File: config.mk
export PLATFORM = sky130hd
export DESIGN_NAME = mem_stage
export DESIGN_NICKNAME = d
export VERILOG_FILES = /design/src/rtl/mem_stage_pkg.sv /design/src/rtl/mem_stage.sv
export SDC_FILE = /design/constraint.sdc
export NUM_CORES = 1
export LEC_CHECK = 0
export CAP_MARGIN = 30
export CORE_UTILIZATION = 40
export CTS_CLUSTER_DIAMETER = 200
export CTS_CLUSTER_SIZE = 16
export DETAILED_ROUTE_END_ITERATION = 6
export MAX_ROUTING_LAYER = met4
export PLACE_DENSITY_LB_ADDON = 0.08
export SETUP_SLACK_MARGIN = 0.2
export SLEW_MARGIN = 20
export SYNTH_ARGS = -nofsm -noshare
export SYNTH_HDL_FRONTEND = slang
export SYNTH_SLANG_ARGS = --single-unit
File: constraint.sdc
create_clock -name clk -period 2.5 [get_ports clk]
set_input_delay 0.25 -clock clk [delete_from_list [all_inputs] [get_ports clk]]
set_output_delay 0.25 -clock clk [all_outputs]
set_load 0.01 [all_outputs]
File: src/rtl/mem_stage_pkg.sv
// ============================================================================
// mem_stage_pkg : shared pipeline widths and field layout for the MEM stage
// Rev 1.0
// ============================================================================
`default_nettype none

package mem_stage_pkg;

    localparam int EX_SIG_W = 7;
    localparam int WB_SIG_W = 6;
    localparam int XLEN     = 32;

    // Field order of the EX->MEM control bundle, MSB first.
    typedef struct packed {
        logic       res_from_mem;
        logic       gr_we;
        logic [4:0] dest;
    } ex_sig_t;

    typedef struct packed {
        logic       gr_we;
        logic [4:0] dest;
    } wb_sig_t;

    function automatic wb_sig_t to_wb_sig(input ex_sig_t s);
        wb_sig_t w;
        w.gr_we = s.gr_we;
        w.dest  = s.dest;
        return w;
    endfunction

endpackage

`default_nettype wire

File: src/rtl/mem_stage.sv
// ============================================================================
// mem_stage : pipeline MEM stage with load-data buffering across WB stalls
// Rev 1.0
// ============================================================================
`default_nettype none

module mem_stage
    import mem_stage_pkg::*;
(
    input  logic                clk,
    input  logic                resetn,
    input  logic                EXU_to_MEM_valid,
    output logic                MEM_allow_in,
    input  logic                WB_allow_in,
    output logic                MEM_to_WB_valid,
    input  logic [XLEN-1:0]     EXU_pc_to_MEM,
    input  logic [XLEN-1:0]     EXU_inst_to_MEM,
    input  logic [XLEN-1:0]     EXU_alu_result_to_MEM,
    input  logic [EX_SIG_W-1:0] EXU_signals_pass_to_MEM,
    input  logic [XLEN-1:0]     data_sram_rdata,
    output logic [XLEN-1:0]     MEM_pc_to_WB,
    output logic [XLEN-1:0]     MEM_inst_to_WB,
    output logic [XLEN-1:0]     MEM_final_result_to_WB,
    output logic [WB_SIG_W-1:0] MEM_signals_to_WB,
    output logic                MEM_to_IDU_gr_we,
    output logic [4:0]          MEM_to_IDU_dest,
    output logic                MEM_to_IDU_valid,
    output logic [XLEN-1:0]     MEM_to_IDU_forward
);

    logic            mem_valid;
    logic            first_cycle;
    logic            buf_valid;
    logic [XLEN-1:0] pc;
    logic [XLEN-1:0] inst;
    logic [XLEN-1:0] alu_result;
    ex_sig_t         sigs;
    logic [XLEN-1:0] rdata_buf;

    logic            ready_go;
    logic            accept;
    logic            leave;
    logic            capture;
    logic [XLEN-1:0] load_data;
    logic [XLEN-1:0] final_result;

    assign ready_go     = 1'b1;
    assign MEM_allow_in = !mem_valid || (ready_go && WB_allow_in);
    assign accept       = MEM_allow_in && EXU_to_MEM_valid;
    assign leave        = mem_valid && ready_go && WB_allow_in;
    // SRAM data is only valid in the first MEM cycle; hold it if WB stalls us.
    assign capture      = mem_valid && first_cycle && sigs.res_from_mem && !WB_allow_in;

    always_ff @(posedge clk or negedge resetn) begin
        if (!resetn) begin
            mem_valid   <= 1'b0;
            first_cycle <= 1'b0;
            pc          <= '0;
            inst        <= '0;
            alu_result  <= '0;
            sigs        <= '0;
        end else begin
            first_cycle <= accept;
            if (MEM_allow_in) begin
                mem_valid <= EXU_to_MEM_valid;
            end
            if (accept) begin
                pc         <= EXU_pc_to_MEM;
                inst       <= EXU_inst_to_MEM;
                alu_result <= EXU_alu_result_to_MEM;
                sigs       <= ex_sig_t'(EXU_signals_pass_to_MEM);
            end
        end
    end

    always_ff @(posedge clk or negedge resetn) begin
        if (!resetn) begin
            buf_valid <= 1'b0;
            rdata_buf <= '0;
        end else if (leave) begin
            buf_valid <= 1'b0;
        end else if (capture) begin
            buf_valid <= 1'b1;
            rdata_buf <= data_sram_rdata;
        end
    end

    assign load_data    = buf_valid ? rdata_buf : data_sram_rdata;
    assign final_result = sigs.res_from_mem ? load_data : alu_result;

    assign MEM_to_WB_valid        = mem_valid;
    assign MEM_pc_to_WB           = pc;
    assign MEM_inst_to_WB         = inst;
    assign MEM_final_result_to_WB = final_result;
    assign MEM_signals_to_WB      = to_wb_sig(sigs);
    assign MEM_to_IDU_gr_we       = sigs.gr_we;
    assign MEM_to_IDU_dest        = sigs.dest;
    assign MEM_to_IDU_valid       = mem_valid;
    assign MEM_to_IDU_forward     = final_result;

endmodule

`default_nettype wire

==> results.tsv, run 1 <==
metric	value	unit
Setup crit start kind	register	
Initial Utilization	41.5	%
top cell type's share of synthesized area	53.9	%
Post-Synth Adder-Cell Area	0	%
number of port buffers	281	
row count	45	
Gate power share	30.6	%
first-pass GRT wire length	24700	um
Max Freq	431	MHz
Max-Cap Viols	0	
Die W	129	um
CTS tree	done	
total grt overflow	0	
total wire length	15600	um
Compound-Gate Fraction of Synth Area	2.68	%
Core Footprint	15400	um^2
deepest clock path buffer count	2	
P&R area growth vs syn	50.7	%
Final setup viols	0	
Rel. slew slack	57.5	%
Layout Skew	0.00951	ns
final worst path period share	92.7	%
CTS sink count	138	
GRT Util Overall	20.4	%
Switch Pwr	1.93	mW
Fin. Hold Viols	0	
final core utilization	62.5	%
power share of the clock group	29.6	%
Max IR drop VDD	0.000429	V
Post-DRT Antenna Nets	0	
Seq/Total Area, Yosys	53.9	%
Worst Path Required	2.25	ns
Skew-Pair Late Insertion Delay	0.41	ns
share of cells above drive strength 1	25.5	%
Ys Warns	0	
die height	129	um
Avg Inst Size Synth	14.4	um^2
most common cell after layout, fill and taps aside	clkdlybuf4s50_1	
number of global-route vias before repair	4651	
root buf cell	clkbuf_16	
cell area after synthesis	6400	um^2
Num CTS Buffers	17	
xor/xnor share of the synthesized area	0	%
Yosys top cell by area	dfrtp_1	
top post-synthesis cells by area	dfrtp_1 54%, mux2_4 14%, mux2_2 13%, buf_4 5.6%, mux2i_1 5.0%	
crit-path max FO	18	
routability congestion estimate	0.729	
initial drt markers	140	
kind of critical path	register to output port	
number of vias per cell	4.73	
DP HPWL	11400	um
final routed DRC violation total	0	
Max Slew Vio Count	0	
CP Capture Type	output port	
full die area	16500	um^2
simple-gate area share of the yosys netlist	2.42	%
sequential power share	39.8	%
Final min period	2.32	ns
Synth Net Count	584	
most frequent cells in the layout	255 x clkdlybuf4s50_1, 136 x dfrtp_1, 76 x mux2_2	
WP data arrival	2.07	ns
pwr/cell area	759	nW/um^2
largest net degree at the start of global routing	68	
# IOs	282	
initial antenna violation count	1	
drt first pass iters	4	
Vias	4296	
fillcell total	1223	
Internal	5.39	mW
H-tree levels	4	
Final #Nets	827	
Yosys cell types	18	
RSZ-0062 raised after global routing	true	
setup TNS	0	ns
Leak	4.28	nW
mux share of post-synthesis cell area	32.2	%
flops & latches, synth	138	
Worst Tran Pin Value	0.638	ns
outcome	complete, no violations	
clock transition at the registers of the reported paths	0.05	ns
switching part of the total	26.4	%
worst hold path type	input port to async pin	
Post-Synthesis Cells	445	
largest family of logic cells by synthesized area	multiplexers	
routed len/inst	17.2	um
-- metrics by stage --
step	cell area [um^2]	total power [mW]	instances	setup slack, ns	hold slack (ns)
CTS	9580	7.43	908	0.147	0.431
global placement	9060	5.18	878	0.440	0.302
detailed placement	9060	5.23	878	0.433	0.303
finish	9650	7.33	909	0.181	0.423
floorplan	6400	4.14	445	0.942	-0.0456
global route	9650	7.71	909	0.0845	0.445
-- area by class of cell --
cell class              count  area [um^2]  share of cell area [%]
diodes                      1         2.50                  0.0259
clock buffers              24          482                    4.99
clock inverters             4         20.0                   0.207
inverters                   1         3.75                  0.0389
multi-input cells         237         2410                    25.0
flip-flops and latches    138         3460                    35.8
well taps                 211          264                    2.74
repair buffers            293         3010                    31.2
-- what timing repair did --
item                                   CTS  global route
buffers inserted                         1             0
pin swaps                                0             0
endpoints found under the hold margin   65             0
resized for setup                       10            22
hold buffers                             1             0
setup endpoints to repair               61            55
-- power groups by stage --
| stage | clock [mW] | sequential (mW) | combinational [mW] |
|---|---|---|---|
| after floorplan | 0 | 2.95 | 1.19 |
| after global placement | 0 | 2.94 | 2.24 |
| after detailed placement | 0 | 2.95 | 2.28 |
| after CTS | 2.23 | 2.92 | 2.28 |
| after global routing | 2.33 | 2.98 | 2.41 |
| final | 2.17 | 2.92 | 2.24 |
-- worst max-delay path, cell delays in order (launching register included) --
cell and delay (ns):
dfrtp_4 0.57, buf_12 0.20, mux2i_1 0.13, a21oi_1 0.19, clkdlybuf4s50_1 0.56
-- state kept, by name, summed over array words and instances, names as in the netlist --
signal and count:
MEM_inst_to_WB 32, MEM_pc_to_WB 32, alu_result 32, rdata_buf 32
MEM_to_IDU_dest 5, MEM_to_IDU_gr_we 1, MEM_to_IDU_valid 1, buf_valid 1
first_cycle 1, sigs 1
-- cell families (layout without fill, tap and decap cells) --
logic type	count (synthesis)	count (layout)
AOI/OAI and AO/OA	34	34
muxes	167	167
other	0	1
DFF	138	138
and+or+nand+nor	36	36
buffers and inverters	70	322
-- cells in the mapped netlist --
| cell type | number |
|---|---|
| a21oi_1 | 33 |
| a31oi_1 | 1 |
| buf_1 | 2 |
| buf_12 | 6 |
| buf_2 | 8 |
| buf_4 | 48 |
| buf_8 | 1 |
| clkbuf_1 | 4 |
| dfrtp_1 | 138 |
| inv_1 | 1 |
| mux2_2 | 76 |
| mux2_4 | 59 |
| mux2i_1 | 32 |
| nand2_4 | 1 |
| nand2b_1 | 1 |
| nand2b_2 | 1 |
| nand4b_1 | 1 |
| nor2_1 | 32 |
-- final timing paths --
kind	startpoint	end	slack (ns)	cells after the start
worst min-delay path	resetn	alu_result[9]	0.42	2
worst max register to register	sigs[6]	rdata_buf[2]	0.78	4
worst max-delay path	buf_valid	MEM_final_result_to_WB[25]	0.18	4
worst min register to register	alu_result[19]	alu_result[19]	0.50	1
min in group clk	EXU_inst_to_MEM[7]	MEM_inst_to_WB[7]	0.44	2
max in group asynchronous	resetn	rdata_buf[25]	1.30	3
-- routing by layer --
layer  track usage (%)  up-vias  part of all wire, %
li1                  -     1987                    -
met1              24.9     2112                   41
met2              31.5      180                   48
met3              7.07       17                  8.5
met4              6.99        0                  1.5
met5                 -        -                    0
No activity file was read; power rests on OpenSTA's default activity.
==> run 2, diff against run 1 <==
- CTS_BUF_LIST: unset -> sky130_fd_sc_hd__clkbuf_16
- SETUP_SLACK_MARGIN: 0.2 -> 0.02
==> run 2 against run 1 <==
  * Sequential share of layout area is 0.30 points higher
  * Count of clock-buffer cells in the layout is 7 lower
  * Critical path depth stayed put
  * Die area stayed put
  * Final area is 0.84% lower
==> results.tsv, run 2 (synthesis results as in run 1) <==
metric	value	unit	change
GRT Util Overall	20.4	%	-0.021 points
setup TNS	0	ns	unchanged
total grt overflow	0		unchanged
clock transition at the registers of the reported paths	0.05	ns	about the same
outcome	complete, no violations		
Worst Tran Pin Value	0.637	ns	-0.000865 ns
WP data arrival	2.08	ns	about the same
Vias	4276		-0.47%
Initial Utilization	41.5	%	unchanged
most common cell after layout, fill and taps aside	clkdlybuf4s50_1		
Layout Skew	0.00975	ns	+0.000244 ns
initial antenna violation count	1		unchanged
worst hold path type	input port to async pin		
RSZ-0062 raised after global routing	false		
full die area	16500	um^2	unchanged
Final #Nets	827		unchanged
final hold slack	0.423	ns	-0.000686 ns
P&R area growth vs syn	49.4	%	
root buf cell	clkbuf_16		
CP max stage delay	0.58	ns	about the same
final core utilization	62.0	%	-0.53 points
first-pass GRT wire length	24700	um	-0.19%
Num CTS Buffers	17		unchanged
CTS tree	done		
Max IR drop VDD	0.000429	V	about the same
Max Slew Vio Count	0		unchanged
Max Freq	428	MHz	-0.66%
# IOs	282		unchanged
kind of critical path	register to output port		
final worst path period share	93.4	%	+0.62 points
share of cells above drive strength 1	24.7	%	-0.86 points
total wire length	15500	um	-0.64%
die height	129	um	unchanged
final routed DRC violation total	0		unchanged
CTS sink count	138		unchanged
Setup crit start kind	register		
number of port buffers	281		unchanged
Cell Chain, Critical Path	buf_12 > mux2i_1 > a21oi_1 > clkdlybuf4s50_1		
drt first pass iters	5		+1
placed inst area	9060	um^2	unchanged
routability congestion estimate	0.729		unchanged
CP Capture Type	output port		
Post-DRT Antenna Nets	0		unchanged
Core Footprint	15400	um^2	unchanged
Final min period	2.33	ns	+0.0155 ns
design area	9570	um^2	-0.84%
Skew-Pair Late Insertion Delay	0.42	ns	about the same
Worst Path Required	2.25	ns	about the same
initial drt markers	138		-1.4%
H-tree levels	4		unchanged
crit-path max FO	18		unchanged
largest net degree at the start of global routing	68		unchanged
Die W	129	um	unchanged
number of vias per cell	4.70		-0.47%
Rel. slew slack	57.5	%	+0.058 points
row count	45		unchanged
most frequent cells in the layout	280 x clkdlybuf4s50_1, 136 x dfrtp_1, 76 x mux2_2		
pwr/cell area	756	nW/um^2	-0.39%
Max-Cap Viols	0		unchanged
Slowest-stage cell, CP	clkdlybuf4s50_1		
deepest clock path buffer count	2		unchanged
routed len/inst	17.1	um	-0.64%
DP HPWL	11400	um	unchanged
Final setup viols	0		unchanged
Leak	4.13	nW	-3.5%
Final Power	7.24	mW	-1.2%
number of global-route vias before repair	4635		-0.34%
Fin. Hold Viols	0		unchanged
run 2: changes by cell type in the layout (fill, tap and decap cells not counted), sizes merged:
cell	before	now
clkbuf	24	17
clkdlybuf4s50	255	280
clkinv	4	7
dlygate4sd2	9	0
dlymetal6s2s	16	0
inv	1	5
run 2: worst paths after layout:
kind                                               to  cells after the start          startpoint  slack, ns
max                        MEM_final_result_to_WB[22]                      4           buf_valid       0.17
min reg2reg                          MEM_pc_to_WB[20]                      1    MEM_pc_to_WB[20]       0.50
max in group asynchronous               rdata_buf[25]                      3              resetn       1.30
min                                     alu_result[9]                      2              resetn       0.42
min in group clk                    MEM_inst_to_WB[7]                      2  EXU_inst_to_MEM[7]       0.44
max reg2reg                              rdata_buf[2]                      4             sigs[6]       0.73
run 2: timing repair:
item,in CTS,in global routing
gates resized for setup,1,0
endpoints found under the setup margin,30,18
buffers inserted,0,1
endpoints found under the hold margin,65,0
hold buffers,1,0
cloned,0,0
run 2: critical path, delay by kind of cell, from the launching register on:
family          cells  cell delay (ns)
compound gates      1             0.20
buf+inv             2             0.77
flops               1             0.56
mux                 1             0.13
run 2: stage by stage:
stage | std cells | setup slack [ns]
finish | 909 | 0.166
global route | 909 | 0.0253
CTS | 907 | 0.0636
detailed placement | 878 | 0.433
global placement | 878 | 0.440
floorplan | 445 | 0.942
run 2: where the power goes:
part / switching, mW / internal, mW / total [mW]
clock network: 0.846 / 1.21 / 2.05
registers: 0.246 / 2.67 / 2.91
logic: 0.830 / 1.44 / 2.27
run 2: area by class of cell:
| type | instances | area, um^2 |
|---|---|---|
| fill | 1227 | 5860 |
| sequential | 138 | 3460 |
| timing repair buffer | 293 | 2970 |
| multi-input combinational | 237 | 2400 |
| clock buffer | 17 | 425 |
| tap | 211 | 264 |
| clock inverter | 11 | 46.3 |
| inverter | 1 | 3.75 |
| antenna | 1 | 2.50 |
run 2: per-layer routing:
metal  track usage (%)  up-vias  wire [um]  part of all wire [%]
met5                 -        -          0                     0
met4              6.99        0        214                   1.4
met3              7.07       15       1310                   8.4
met2              31.4      179       7470                    48
met1              25.0     2099       6550                    42
li1                  -     1983          -                     -
